### config.mk
export PLATFORM = sky130hd
export DESIGN_NAME = fp_alu_sequencer
export DESIGN_NICKNAME = d
export VERILOG_FILES = /design/src/rtl/fp_alu_sequencer.sv
export SDC_FILE = /design/constraint.sdc
export NUM_CORES = 1
export LEC_CHECK = 0
export BUFFER_PORTS_ARGS = -buffer_cell sky130_fd_sc_hd__buf_2
export CAP_MARGIN = 20
export CORE_ASPECT_RATIO = 0.75
export CORE_MARGIN = 1
export CORE_UTILIZATION = 56
export DETAILED_ROUTE_END_ITERATION = 8
export GPL_TIMING_DRIVEN = 0
export PLACE_DENSITY = 0.84
export SLEW_MARGIN = 15
export SYNTH_ARGS = -nofsm -noshare
export SYNTH_HDL_FRONTEND = slang
export SYNTH_SLANG_ARGS = --single-unit
### constraint.sdc
create_clock -name clk -period 3.85 [get_ports clk]
set_input_delay 0.77 -clock clk [delete_from_list [all_inputs] [get_ports clk]]
set_output_delay 0.77 -clock clk [all_outputs]
set_load 0.05 [all_outputs]
### src/rtl/fp_alu_sequencer.sv
// Byte-serial sequencer between an 8-bit pin interface and a 32-bit FP ALU core.
// It collects two operands LSB first, launches the core, waits with a timeout, and streams the result out.
module fp_alu_sequencer #(
    parameter int DATA_W       = 32,
    parameter int BYTE_W       = 8,
    parameter int EXEC_TIMEOUT = 64
) (
    input  logic              clk,
    input  logic              rst_n,
    input  logic [BYTE_W-1:0] in_byte,
    input  logic              start,
    input  logic [1:0]        opcode,
    output logic [BYTE_W-1:0] out_byte,
    output logic              done,
    output logic              err,
    output logic [3:0]        state_out,
    output logic [DATA_W-1:0] core_a,
    output logic [DATA_W-1:0] core_b,
    output logic [1:0]        core_op,
    output logic              core_start,
    input  logic              core_done,
    input  logic [DATA_W-1:0] core_result
);
    localparam int NBYTES = DATA_W / BYTE_W;
    localparam int IDX_W  = (NBYTES > 1) ? $clog2(NBYTES) : 1;
    localparam int CNT_W  = $clog2(EXEC_TIMEOUT + 1);
    localparam logic [DATA_W-1:0] QNAN = DATA_W'(32'h7FC0_0000);

    typedef enum logic [3:0] {
        S_IDLE   = 4'd0,
        S_LOAD_A = 4'd1,
        S_LOAD_B = 4'd2,
        S_EXEC   = 4'd3,
        S_WAIT   = 4'd4,
        S_OUT    = 4'd5
    } state_t;

    state_t             state_reg, state_next;
    logic [IDX_W-1:0]   byte_idx_reg;
    logic [CNT_W-1:0]   wait_cnt_reg;
    logic [DATA_W-1:0]  core_a_reg, core_b_reg, result_reg;
    logic [1:0]         core_op_reg;
    logic               err_reg;
    logic               last_byte, timeout;
    logic [BYTE_W-1:0]  res_bytes [NBYTES];

    assign last_byte = (byte_idx_reg == IDX_W'(NBYTES - 1));
    assign timeout   = ((wait_cnt_reg + 1'b1) == CNT_W'(EXEC_TIMEOUT));

    always_ff @(posedge clk or negedge rst_n) begin
        if (!rst_n) state_reg <= S_IDLE;
        else        state_reg <= state_next;
    end

    always_comb begin
        state_next = state_reg;
        case (state_reg)
            S_IDLE:   if (start)                state_next = S_LOAD_A;
            S_LOAD_A: if (last_byte)            state_next = S_LOAD_B;
            S_LOAD_B: if (last_byte)            state_next = S_EXEC;
            S_EXEC:                             state_next = S_WAIT;
            S_WAIT:   if (core_done || timeout) state_next = S_OUT;
            S_OUT:    if (last_byte)            state_next = S_IDLE;
            default:                            state_next = S_IDLE;
        endcase
    end

    // Byte index is shared by both load phases and the output phase; it restarts at 0 on every phase change.
    always_ff @(posedge clk or negedge rst_n) begin
        if (!rst_n) begin
            byte_idx_reg <= '0;
            wait_cnt_reg <= '0;
            core_op_reg  <= '0;
            result_reg   <= '0;
            err_reg      <= 1'b0;
        end else begin
            if (state_reg == S_LOAD_A || state_reg == S_LOAD_B || state_reg == S_OUT)
                byte_idx_reg <= last_byte ? '0 : byte_idx_reg + 1'b1;
            else
                byte_idx_reg <= '0;

            wait_cnt_reg <= (state_reg == S_WAIT) ? wait_cnt_reg + 1'b1 : '0;

            if (state_reg == S_IDLE && start)
                core_op_reg <= opcode;

            if (state_reg == S_WAIT) begin
                if (core_done) begin
                    result_reg <= core_result;
                    err_reg    <= 1'b0;
                end else if (timeout) begin
                    result_reg <= QNAN;
                    err_reg    <= 1'b1;
                end
            end
        end
    end

    genvar gi;
    generate
        for (gi = 0; gi < NBYTES; gi++) begin : g_lane
            always_ff @(posedge clk or negedge rst_n) begin
                if (!rst_n) begin
                    core_a_reg[gi*BYTE_W +: BYTE_W] <= '0;
                    core_b_reg[gi*BYTE_W +: BYTE_W] <= '0;
                end else begin
                    if (state_reg == S_LOAD_A && byte_idx_reg == IDX_W'(gi))
                        core_a_reg[gi*BYTE_W +: BYTE_W] <= in_byte;
                    if (state_reg == S_LOAD_B && byte_idx_reg == IDX_W'(gi))
                        core_b_reg[gi*BYTE_W +: BYTE_W] <= in_byte;
                end
            end
            assign res_bytes[gi] = result_reg[gi*BYTE_W +: BYTE_W];
        end
    endgenerate

    always_comb begin
        core_start = (state_reg == S_EXEC);
        done       = (state_reg == S_OUT);
        err        = (state_reg == S_OUT) && err_reg;
        out_byte   = (state_reg == S_OUT) ? res_bytes[byte_idx_reg] : '0;
        state_out  = state_reg;
    end

    assign core_a  = core_a_reg;
    assign core_b  = core_b_reg;
    assign core_op = core_op_reg;
endmodule

==> reports/results.ini, run 1 <==
[outcome]
status=complete, no violations

[pwr]
irDropWorstVdd_mv=0.6818
seqPwrFrac_pct=35.3
intPower_mw=2.856
clkPwrFrac_pct=14.0
power_per_cell_area_mw_per_mm2=936.5
leakage_nw=2.867
switchingPower_mw=2.521
finalPower_mw=5.376
p_sw_share_pct=46.89
pwr-share-comb_pct=50.7

[routing]
routed_wl_um=10910
drc_errors=0
drt_iter0_drc=208
viasPerCell=5.464
wl_per_cell_um=17.23
vias=3459
drt_pre_antenna_iters=5
ant_nets=0

[worst_setup_path]
crit_required_ps=3080
worstReg2RegEnd=core_b[15]
critPathCapture=err
start_kind=flip-flop
reg2reg_from=byte_idx_reg[1]
path_class=reg -> out
crit_start=state_out[1]
reg2reg_slack_ps=1520
end_kind=output port
cp_max_fo=10
arrival_ps=2160
reg2reg_depth=5

[finish]
diodes=0
mostFrequentLayoutCells=buf_2, dfrtp_1, mux2_2, nand2_1, nor2_1
final_common_cell=buf_2
postLayoutCellArea_mm2=0.005741
drive_gt1_share_pct=43.18
final_cells=633
final_util_pct=71.55
area_growth_pct=21.50
finalNetCount=574

[placed_design]
dp_slack_ps=1379
io_buffers=125
dp_cells=617
place_congestion=0.9107
postPlaceCellArea_mm2=0.005515
hpwl_um=7763

[timing]
tns_ps=0
clock.fmax_mhz=341.4
grt_setup_unrepaired=false
finalCritPeriodShare_pct=76.07
clock_skew_ps=15.77
drv_slew=0
setup_violations=0
setup_slack_ps=921.3
timing.hold.ws_ps=305.4
worst_pin_slew_ps=909.3
min_period_ps=2929
relSlewSlack_pct=39.12
hold_viol=0

[logic_synthesis]
netlist_area_mm2=0.004725
synth_edf_count=0
yosys-top-cells-area=dfrtp_1, mux2_2, nand2_1
ys_ff_latch=111
ys_seq_area_share_pct=58.79
synth_warnings=0
synth_cell_types=37
yosys.area.top_type=dfrtp_1
synthesis.nets=437
synthCells=386
async_flop_share_pct=100.0
synth.avg_cell_area_um2=12.24
synth_top_area_share_pct=58.79
synth-main-ff-cell=dfrtp_1

[cts]
clk_latency_ps=380
ctsHoldBuffers=0
tritoncts=built
cts_buffer_depth=2
cts.sinks=111
cts_buffers=9
cts_resized=0
htree_num_levels=3
ctsRootBufferMaster=clkbuf_8
post-cts-setup-buffers=0
path_clk_slew_ps=110

[die]
die_w_um=108.1
die_area_mm2=0.008812
rows=28
io_pins=127
core_area_mm2=0.008023
fp.dieH_um=81.55
initial_core_util_pct=58.89

[global_routing]
grt_max_degree=62
grt_pass1_wl_um=17690
first_global_vias=3533
overflow=0
grt_usage_pct=26.96
grt_antenna_before_repair=0

[flow_run]
max_cap_violations=0

[worst_hold_path]
hold_path.class=in -> async

==> layer usage <==
layer,vias to the layer above,share of wire [%],GRT usage (%)
li1,1601,-,-
met1,1716,45,37.97
met2,122,48,41.72
met3,20,5.6,5.556
met4,0,1.7,10.27
met5,-,0,0
==> critical path, cell delays in order, from the launching register on <==
cell and delay, ps:
dfrtp_1 400, clkbuf_1 230, nor2b_1 200, clkbuf_1 400, nand2_1 170, nor2_1 120
buf_2 270
==> power groups by stage <==
| stage | Combinational (mW) | Sequential, mW | Clock, mW |
|---|---|---|---|
| finish | 2.72 | 1.90 | 0.754 |
| global route | 2.89 | 1.96 | 0.821 |
| CTS | 2.73 | 1.90 | 0.771 |
| detailed placement | 2.73 | 1.91 | 0 |
| global placement | 2.67 | 1.88 | 0 |
| floorplan | 0.996 | 2.96 | 0 |
==> cells by family after synthesis <==
kind of cell,count (synthesis),synth area share (%)
AND/OR/NAND/NOR,122,11.68
flip-flops,111,58.79
multiplexers,74,19.54
AO/OA/AOI/OAI,42,4.926
buffers and inverters,26,2.728
adder cells (fa/ha/maj),5,1.324
XOR/XNOR,5,0.9271
other,1,0.07937
==> Yosys cell counts, types with 3 or more instances <==
cell type  number
nand2_1        57
nand3_1         4
ha_1            5
xor2_1          3
nand2b_1        3
o21ai_0        25
inv_1           5
buf_6           3
mux2_2         66
dfrtp_1       111
mux4_2          8
a21oi_1        10
and3_1          9
nor2_1         36
clkbuf_1       13
==> worst min-delay path by stage <==
stage | startpoint | end | slack (ps) | depth (start not counted)
3_3_place_gp | core_a[11] | core_a[11] | 480 | 1
2_1_floorplan | rst_n | byte_idx_reg[0] | 470 | 0
6_report | rst_n | result_reg[4] | 310 | 1
5_1_grt | rst_n | result_reg[4] | 330 | 1
3_5_place_dp | core_b[10] | core_b[10] | 490 | 1
4_1_cts | rst_n | result_reg[4] | 320 | 1
==> area by class of cell <==
class,instances,area [µm²]
Clock buffer,13,178.9
Timing Repair Buffer,126,659.4
Inverter,5,18.77
Buffer,21,110.1
Fill cell,576,2282
Sequential cell,111,2778
Tap cell,105,131.4
Multi-Input combinational cell,249,1818
Clock inverter,3,46.29
(Power assumes the default switching activity.)
==> run 2, diff against run 1 <==
--- a/config.mk
+++ b/config.mk
@@ -9,10 +9,10 @@
 export CAP_MARGIN = 20
 export CORE_ASPECT_RATIO = 0.75
 export CORE_MARGIN = 1
-export CORE_UTILIZATION = 56
+export CORE_UTILIZATION = 47
 export DETAILED_ROUTE_END_ITERATION = 8
 export GPL_TIMING_DRIVEN = 0
-export PLACE_DENSITY = 0.84
+export PLACE_DENSITY = 0.75
 export SLEW_MARGIN = 15
 export SYNTH_ARGS = -nofsm -noshare
 export SYNTH_HDL_FRONTEND = slang
==> constraint.sdc (replaced) <==
create_clock -name clk -period 2.6 [get_ports clk]
set_input_delay 0.52 -clock clk [delete_from_list [all_inputs] [get_ports clk]]
set_output_delay 0.52 -clock clk [all_outputs]
set_load 0.05 [all_outputs]
==> run 2 against run 1 <==
Against the previous run: routed wire length rose by 3.1%; global-route usage fell by 4.7 points; hold slack got worse by 170 ps; power rose by 55%; combinational power rose by 49%; first-iteration DRC count fell by 7.7%; worst setup slack got worse by 800 ps; sequential share of layout area fell by 1.1 points; register-to-register slack got worse by 1300 ps; sequential cell count did not move.
==> reports/results.ini, run 2 (synthesis gave the netlist of run 1 again) <==
[timing]
finalCritPeriodShare_pct=95.19
clock.fmax_mhz=404.0
clock_skew_ps=4.982  ; -10.79 ps
min_period_ps=2475
tns_ps=0  ; unchanged
worst_pin_slew_ps=1025  ; +116.0 ps
timing.hold.ws_ps=132.0  ; -173.4 ps
grt_setup_unrepaired=false
relSlewSlack_pct=31.35  ; -7.8 points
setup_violations=0  ; unchanged
hold_viol=0  ; unchanged
drv_slew=0  ; unchanged

[routing]
drc_errors=0  ; unchanged
wl_per_cell_um=17.05  ; -1.1%
routed_wl_um=11250  ; +3.1%
vias=3444  ; -0.43%
viasPerCell=5.218  ; -4.5%
ant_nets=0  ; unchanged
drt_iter0_drc=192  ; -7.7%
drt_pre_antenna_iters=4  ; -1

[worst_setup_path]
arrival_ps=1950  ; -210 ps
path_class=reg -> out
end_kind=output port
cp_slowest_stage_delay_ps=530  ; +130 ps
reg2reg_depth=5  ; unchanged
cp_slowest_cell=mux4_2
path_cells=clkbuf_4 -> mux4_2 -> and3_1 -> buf_2
start_kind=flip-flop
cp_max_fo=10  ; unchanged
worstReg2RegEnd=core_b[8]
crit_required_ps=2080  ; -1000 ps
reg2reg_from=state_out[1]
reg2reg_slack_ps=260  ; -1260 ps

[placed_design]
io_buffers=125  ; unchanged
dp_cells=644  ; +4.4%
hpwl_um=8026  ; +3.4%
place_congestion=0.8266  ; -9.2%

[pwr]
pwr-share-comb_pct=48.6  ; -2.1 points
clkPwrFrac_pct=17.7  ; +3.7 points
power_per_cell_area_mw_per_mm2=1416  ; +51%
switchingPower_mw=3.769  ; +50%
finalPower_mw=8.323  ; +55%
intPower_mw=4.554  ; +59%
p_sw_share_pct=45.29  ; -1.6 points
leakage_nw=2.919  ; +1.8%
seqPwrFrac_pct=33.8  ; -1.5 points
irDropWorstVdd_mv=0.8295  ; +22%

[cts]
cts_buffer_depth=2  ; unchanged
cts_buffers=9  ; unchanged
htree_num_levels=3  ; unchanged
ctsHoldBuffers=0  ; unchanged
ctsRootBufferMaster=clkbuf_16
cts.sinks=111  ; unchanged
clk_latency_ps=340  ; -40 ps
tritoncts=built
path_clk_slew_ps=70  ; -40 ps
post-cts-setup-buffers=0  ; unchanged

[finish]
multiInputGateArea_mm2=0.001818  ; unchanged
mostFrequentLayoutCells=buf_2, dfrtp_1, mux2_2, nand2_1, nor2_1
final_cells=660  ; +4.3%
final_util_pct=60.62  ; -11 points
register_area_mm2=0.002778  ; unchanged
drive_gt1_share_pct=43.64  ; +0.46 points
final_common_cell=buf_2
area_growth_pct=24.42
finalNetCount=574  ; unchanged
nFillCells=821  ; +43%

[global_routing]
overflow=0  ; unchanged
first_global_vias=3388  ; -4.1%
grt_use_met3_pct=6.057  ; +0.50 points
grt_antenna_before_repair=1  ; +1
grt_max_degree=59  ; -4.8%
grt_pass1_wl_um=17580  ; -0.62%
grtUsageMet2_pct=36.47  ; -5.2 points
grt_use_met1_pct=29.44  ; -8.5 points
grt_usage_pct=22.27  ; -4.7 points
top_usage_layer=met2

[die]
rows=31  ; +11%
die_area_mm2=0.01046  ; +19%
initial_core_util_pct=48.72  ; -10 points
die_w_um=117.8  ; +9.0%
core_area_mm2=0.009697  ; +21%
fp.dieH_um=88.83  ; +8.9%
io_pins=127  ; unchanged

[flow_run]
max_cap_violations=0  ; unchanged

[outcome]
status=complete, no violations

[worst_hold_path]
hold_path.class=in -> async

run 2: layout make-up:
class	count	area share, %
Inverter	5	0.3193
Timing Repair Buffer	126	11.22
Clock buffer	10	4.066
Clock inverter	5	1.384
Buffer	21	1.980
Multi-Input combinational cell	249	30.93
Sequential cell	111	47.25
Antenna cell	1	0.04257
Tap cell	132	2.810
run 2: per-stage QoR:
step / cell area, µm² / setup WS, ps
final: 5878 / 125.0
after global routing: 5876 / 5.880
after CTS: 5871 / 8.450
after detailed placement: 5549 / 204.9
after global placement: 5515 / -185.7
after floorplan: 4725 / 167.6
run 2: critical path, delay by kind of cell (launching register included):
| family | cells | cell delay (ps) |
|---|---|---|
| buf+inv | 2 | 500 |
| simple gates | 1 | 200 |
| mux | 1 | 530 |
| flops | 1 | 390 |
run 2: layer usage:
| layer | vias to the layer above | share of wire (%) |
|---|---|---|
| met5 | - | 0 |
| met3 | 9 | 4.9 |
| met2 | 86 | 49 |
| met1 | 1751 | 45 |
| li1 | 1598 | - |
| met4 | 0 | 0.87 |
run 2: power groups by stage:
stage / combinational [mW] / sequential, mW / clock, mW
CTS: 4.06 / 2.81 / 1.51
finish: 4.04 / 2.81 / 1.47
global route: 4.28 / 2.90 / 1.57
global placement: 3.98 / 2.79 / 0
floorplan: 1.48 / 4.39 / 0
detailed placement: 4.06 / 2.83 / 0
run 2: timing repair:
item,in CTS,in global routing
resized for setup,1,5
setup endpoints to repair,1,10
endpoints found under the hold margin,0,0
run 2: worst max path at each step:
stage                    startpoint        endpoint  slack (ps)  cells past startpoint
finish              byte_idx_reg[0]     out_byte[0]         130                      4
global route           state_out[2]             err           6                      5
CTS                    state_out[1]             err           8                      6
detailed placement  byte_idx_reg[1]       core_b[8]         200                      5
global placement              rst_n  result_reg[28]        -190                      1
floorplan              state_out[2]             err         170                      4
==> run 3, diff against run 2 <==
--- a/config.mk
+++ b/config.mk
@@ -7,12 +7,16 @@
 export LEC_CHECK = 0
 export BUFFER_PORTS_ARGS = -buffer_cell sky130_fd_sc_hd__buf_2
 export CAP_MARGIN = 20
+export CELL_PAD_IN_SITES_DETAIL_PLACEMENT = 0
+export CELL_PAD_IN_SITES_GLOBAL_PLACEMENT = 2
 export CORE_ASPECT_RATIO = 0.75
 export CORE_MARGIN = 1
-export CORE_UTILIZATION = 47
+export CORE_UTILIZATION = 30
 export DETAILED_ROUTE_END_ITERATION = 8
+export GPL_ROUTABILITY_DRIVEN = 0
 export GPL_TIMING_DRIVEN = 0
-export PLACE_DENSITY = 0.75
+export PLACE_DENSITY_LB_ADDON = 0.1
+export SETUP_SLACK_MARGIN = 0.2
 export SLEW_MARGIN = 15
 export SYNTH_ARGS = -nofsm -noshare
 export SYNTH_HDL_FRONTEND = slang
==> run 3 against run 2 <==
Against the previous run: sequential share of layout area is 0.93 points lower; core utilization fell by 21 points; clock skew is 1.3 ps higher; via count decreased by 3.3%; non-clock buffer count rose by 2; highest routed layer unchanged; critical endpoint is now out_byte[5].
==> reports/results.ini, run 3 (synthesis gave the netlist of run 1 again) <==
[cts]
ctsHoldBuffers=0  ; unchanged
cts_buffer_depth=2  ; unchanged
cts_buffers=9  ; unchanged
clk_latency_ps=350  ; about the same
ctsRootBufferMaster=clkbuf_16
tritoncts=built
htree_num_levels=3  ; unchanged
path_clk_slew_ps=70  ; about the same
cts.sinks=111  ; unchanged

[timing]
clock.fmax_mhz=427.6  ; +5.8%
min_period_ps=2339  ; -136.2 ps
tns_ps=0  ; unchanged
hold_viol=0  ; unchanged
worst_pin_slew_ps=841.8  ; -183.5 ps
clock_skew_ps=6.328  ; +1.346 ps
setup_violations=0  ; unchanged
setup_slack_ps=261.2  ; +136.2 ps
grt_setup_unrepaired=false
timing.hold.ws_ps=86.90  ; -45.14 ps
relSlewSlack_pct=43.63  ; +12 points
drv_slew=0  ; unchanged
finalCritPeriodShare_pct=89.95  ; -5.2 points

[placed_design]
io_buffers=125  ; unchanged
dp_cells=717  ; +11%
hpwl_um=8941  ; +11%
dp_slack_ps=198.5  ; -6.430 ps

[pwr]
clkPwrFrac_pct=15.8  ; -1.9 points
intPower_mw=4.441  ; -2.5%
seqPwrFrac_pct=34.0  ; +0.2 points
p_sw_share_pct=46.04  ; +0.75 points
finalPower_mw=8.231  ; -1.1%
switchingPower_mw=3.789  ; +0.53%
irDropWorstVdd_mv=0.5162  ; -38%
pwr-share-comb_pct=50.2  ; +1.6 points
leakage_nw=2.919  ; about the same
power_per_cell_area_mw_per_mm2=1372  ; -3.1%

[die]
io_pins=127  ; unchanged
core_area_mm2=0.01532  ; +58%
fp.dieH_um=110.7  ; +25%
die_w_um=146.9  ; +25%
initial_core_util_pct=30.83  ; -18 points
die_area_mm2=0.01626  ; +55%
rows=39  ; +26%

[global_routing]
grt_max_degree=69  ; +17%
grtUsageMet2_pct=24.74  ; -12 points
grt_use_met3_pct=4.156  ; -1.9 points
grt_use_met1_pct=24.18  ; -5.3 points
grt_usage_pct=16.69  ; -5.6 points
first_global_vias=3566  ; +5.3%
grt_antenna_before_repair=0  ; -1
overflow=0  ; unchanged
top_usage_layer=met2
grt_pass1_wl_um=20440  ; +16%

[worst_setup_path]
worstReg2RegEnd=result_reg[27]
arrival_ps=1820  ; -130 ps
cp_slowest_cell=mux4_2
cp_max_fo=5  ; -5
critPathCapture=out_byte[5]
path_class=reg -> out
cp_slowest_stage_delay_ps=480  ; -50 ps
crit_buf_inv=2  ; unchanged
reg2reg_depth=7  ; +2
end_kind=output port
cp_num_cells=4  ; unchanged
crit_required_ps=2080  ; about the same
reg2reg_from=state_out[2]
start_kind=flip-flop
reg2reg_slack_ps=420  ; +160 ps
crit_family=multiplexers
path_cells=clkbuf_16 -> mux4_2 -> and3_1 -> buf_4
crit_start=byte_idx_reg[0]

[routing]
ant_nets=0  ; unchanged
wl_per_cell_um=17.04  ; about the same
viasPerCell=4.529  ; -13%
drt_iter0_drc=147  ; -23%
routed_wl_um=12520  ; +11%
vias=3329  ; -3.3%
drc_errors=0  ; unchanged
drt_pre_antenna_iters=4  ; unchanged

[finish]
area_growth_pct=26.99
final_cells=735  ; +11%
register_area_mm2=0.002779  ; about the same
drive_gt1_share_pct=44.34  ; +0.70 points
multiInputGateArea_mm2=0.001821  ; +0.14%
final_common_cell=buf_2
mostFrequentLayoutCells=buf_2, dfrtp_1, mux2_2, nand2_1, nor2_1
diodes=0  ; -1
finalNetCount=576  ; +0.35%
nFillCells=1541  ; +88%

[flow_run]
max_cap_violations=0  ; unchanged

[outcome]
status=complete, no violations

[worst_hold_path]
hold_path.class=in -> async

run 3: worst register-to-register path: stages, from the launching register on:
cell      delay, ps
dfrtp_1         370
clkbuf_2        250
nor3b_1         320
and2_1          180
buf_2           180
clkbuf_1        550
nor2_1          100
a21oi_1         160
run 3: timing repair:
item	in CTS	in global routing
gates resized for setup	12	11
endpoints found under the setup margin	11	42
gates cloned	0	1
buffers inserted	1	0
run 3: how the worst min path moves through the flow:
stage,from,endpoint,slack (ps),cells after the start
after floorplan,rst_n,byte_idx_reg[0],220,0
after global placement,core_op[1],core_op[1],480,1
after detailed placement,rst_n,wait_cnt_reg[3],480,1
after CTS,rst_n,wait_cnt_reg[3],90,1
after global routing,rst_n,wait_cnt_reg[3],100,1
final,rst_n,wait_cnt_reg[3],90,1
run 3: final cells by class:
class / instances / share of cell area [%]
Clock inverter: 5 / 0.6882
Sequential cell: 111 / 46.32
Clock buffer: 11 / 3.879
Tap cell: 205 / 4.275
Inverter: 5 / 0.3128
Buffer: 21 / 2.336
Multi-Input combinational cell: 249 / 30.34
Timing Repair Buffer: 128 / 11.85
run 3: metal layers:
metal | part of all wire, % | wire length [µm] | vias to the layer above
met3 | 4.7 | 592 | 12
met2 | 44 | 5477 | 79
met1 | 50 | 6317 | 1637
li1 | - | - | 1601
met4 | 1.1 | 137 | 0
met5 | 0 | 0 | -
run 3: per-stage QoR:
stage | util (%) | instance area, µm²
2_1_floorplan | - | 4727
3_3_place_gp | 36.61 | 5609
3_5_place_dp | 36.83 | 5643
4_1_cts | 38.85 | 5952
5_1_grt | 39.16 | 6000
6_report | 39.16 | 6000
run 3: power groups by stage:
stage          clock network [mW]  registers (mW)  logic, mW
3_5_place_dp                    0            2.83       4.07
5_1_grt                      1.44            2.90       4.41
4_1_cts                      1.36            2.80       4.12
3_3_place_gp                    0            2.80       4.03
6_report                     1.30            2.79       4.13
2_1_floorplan                   0            4.39       1.48
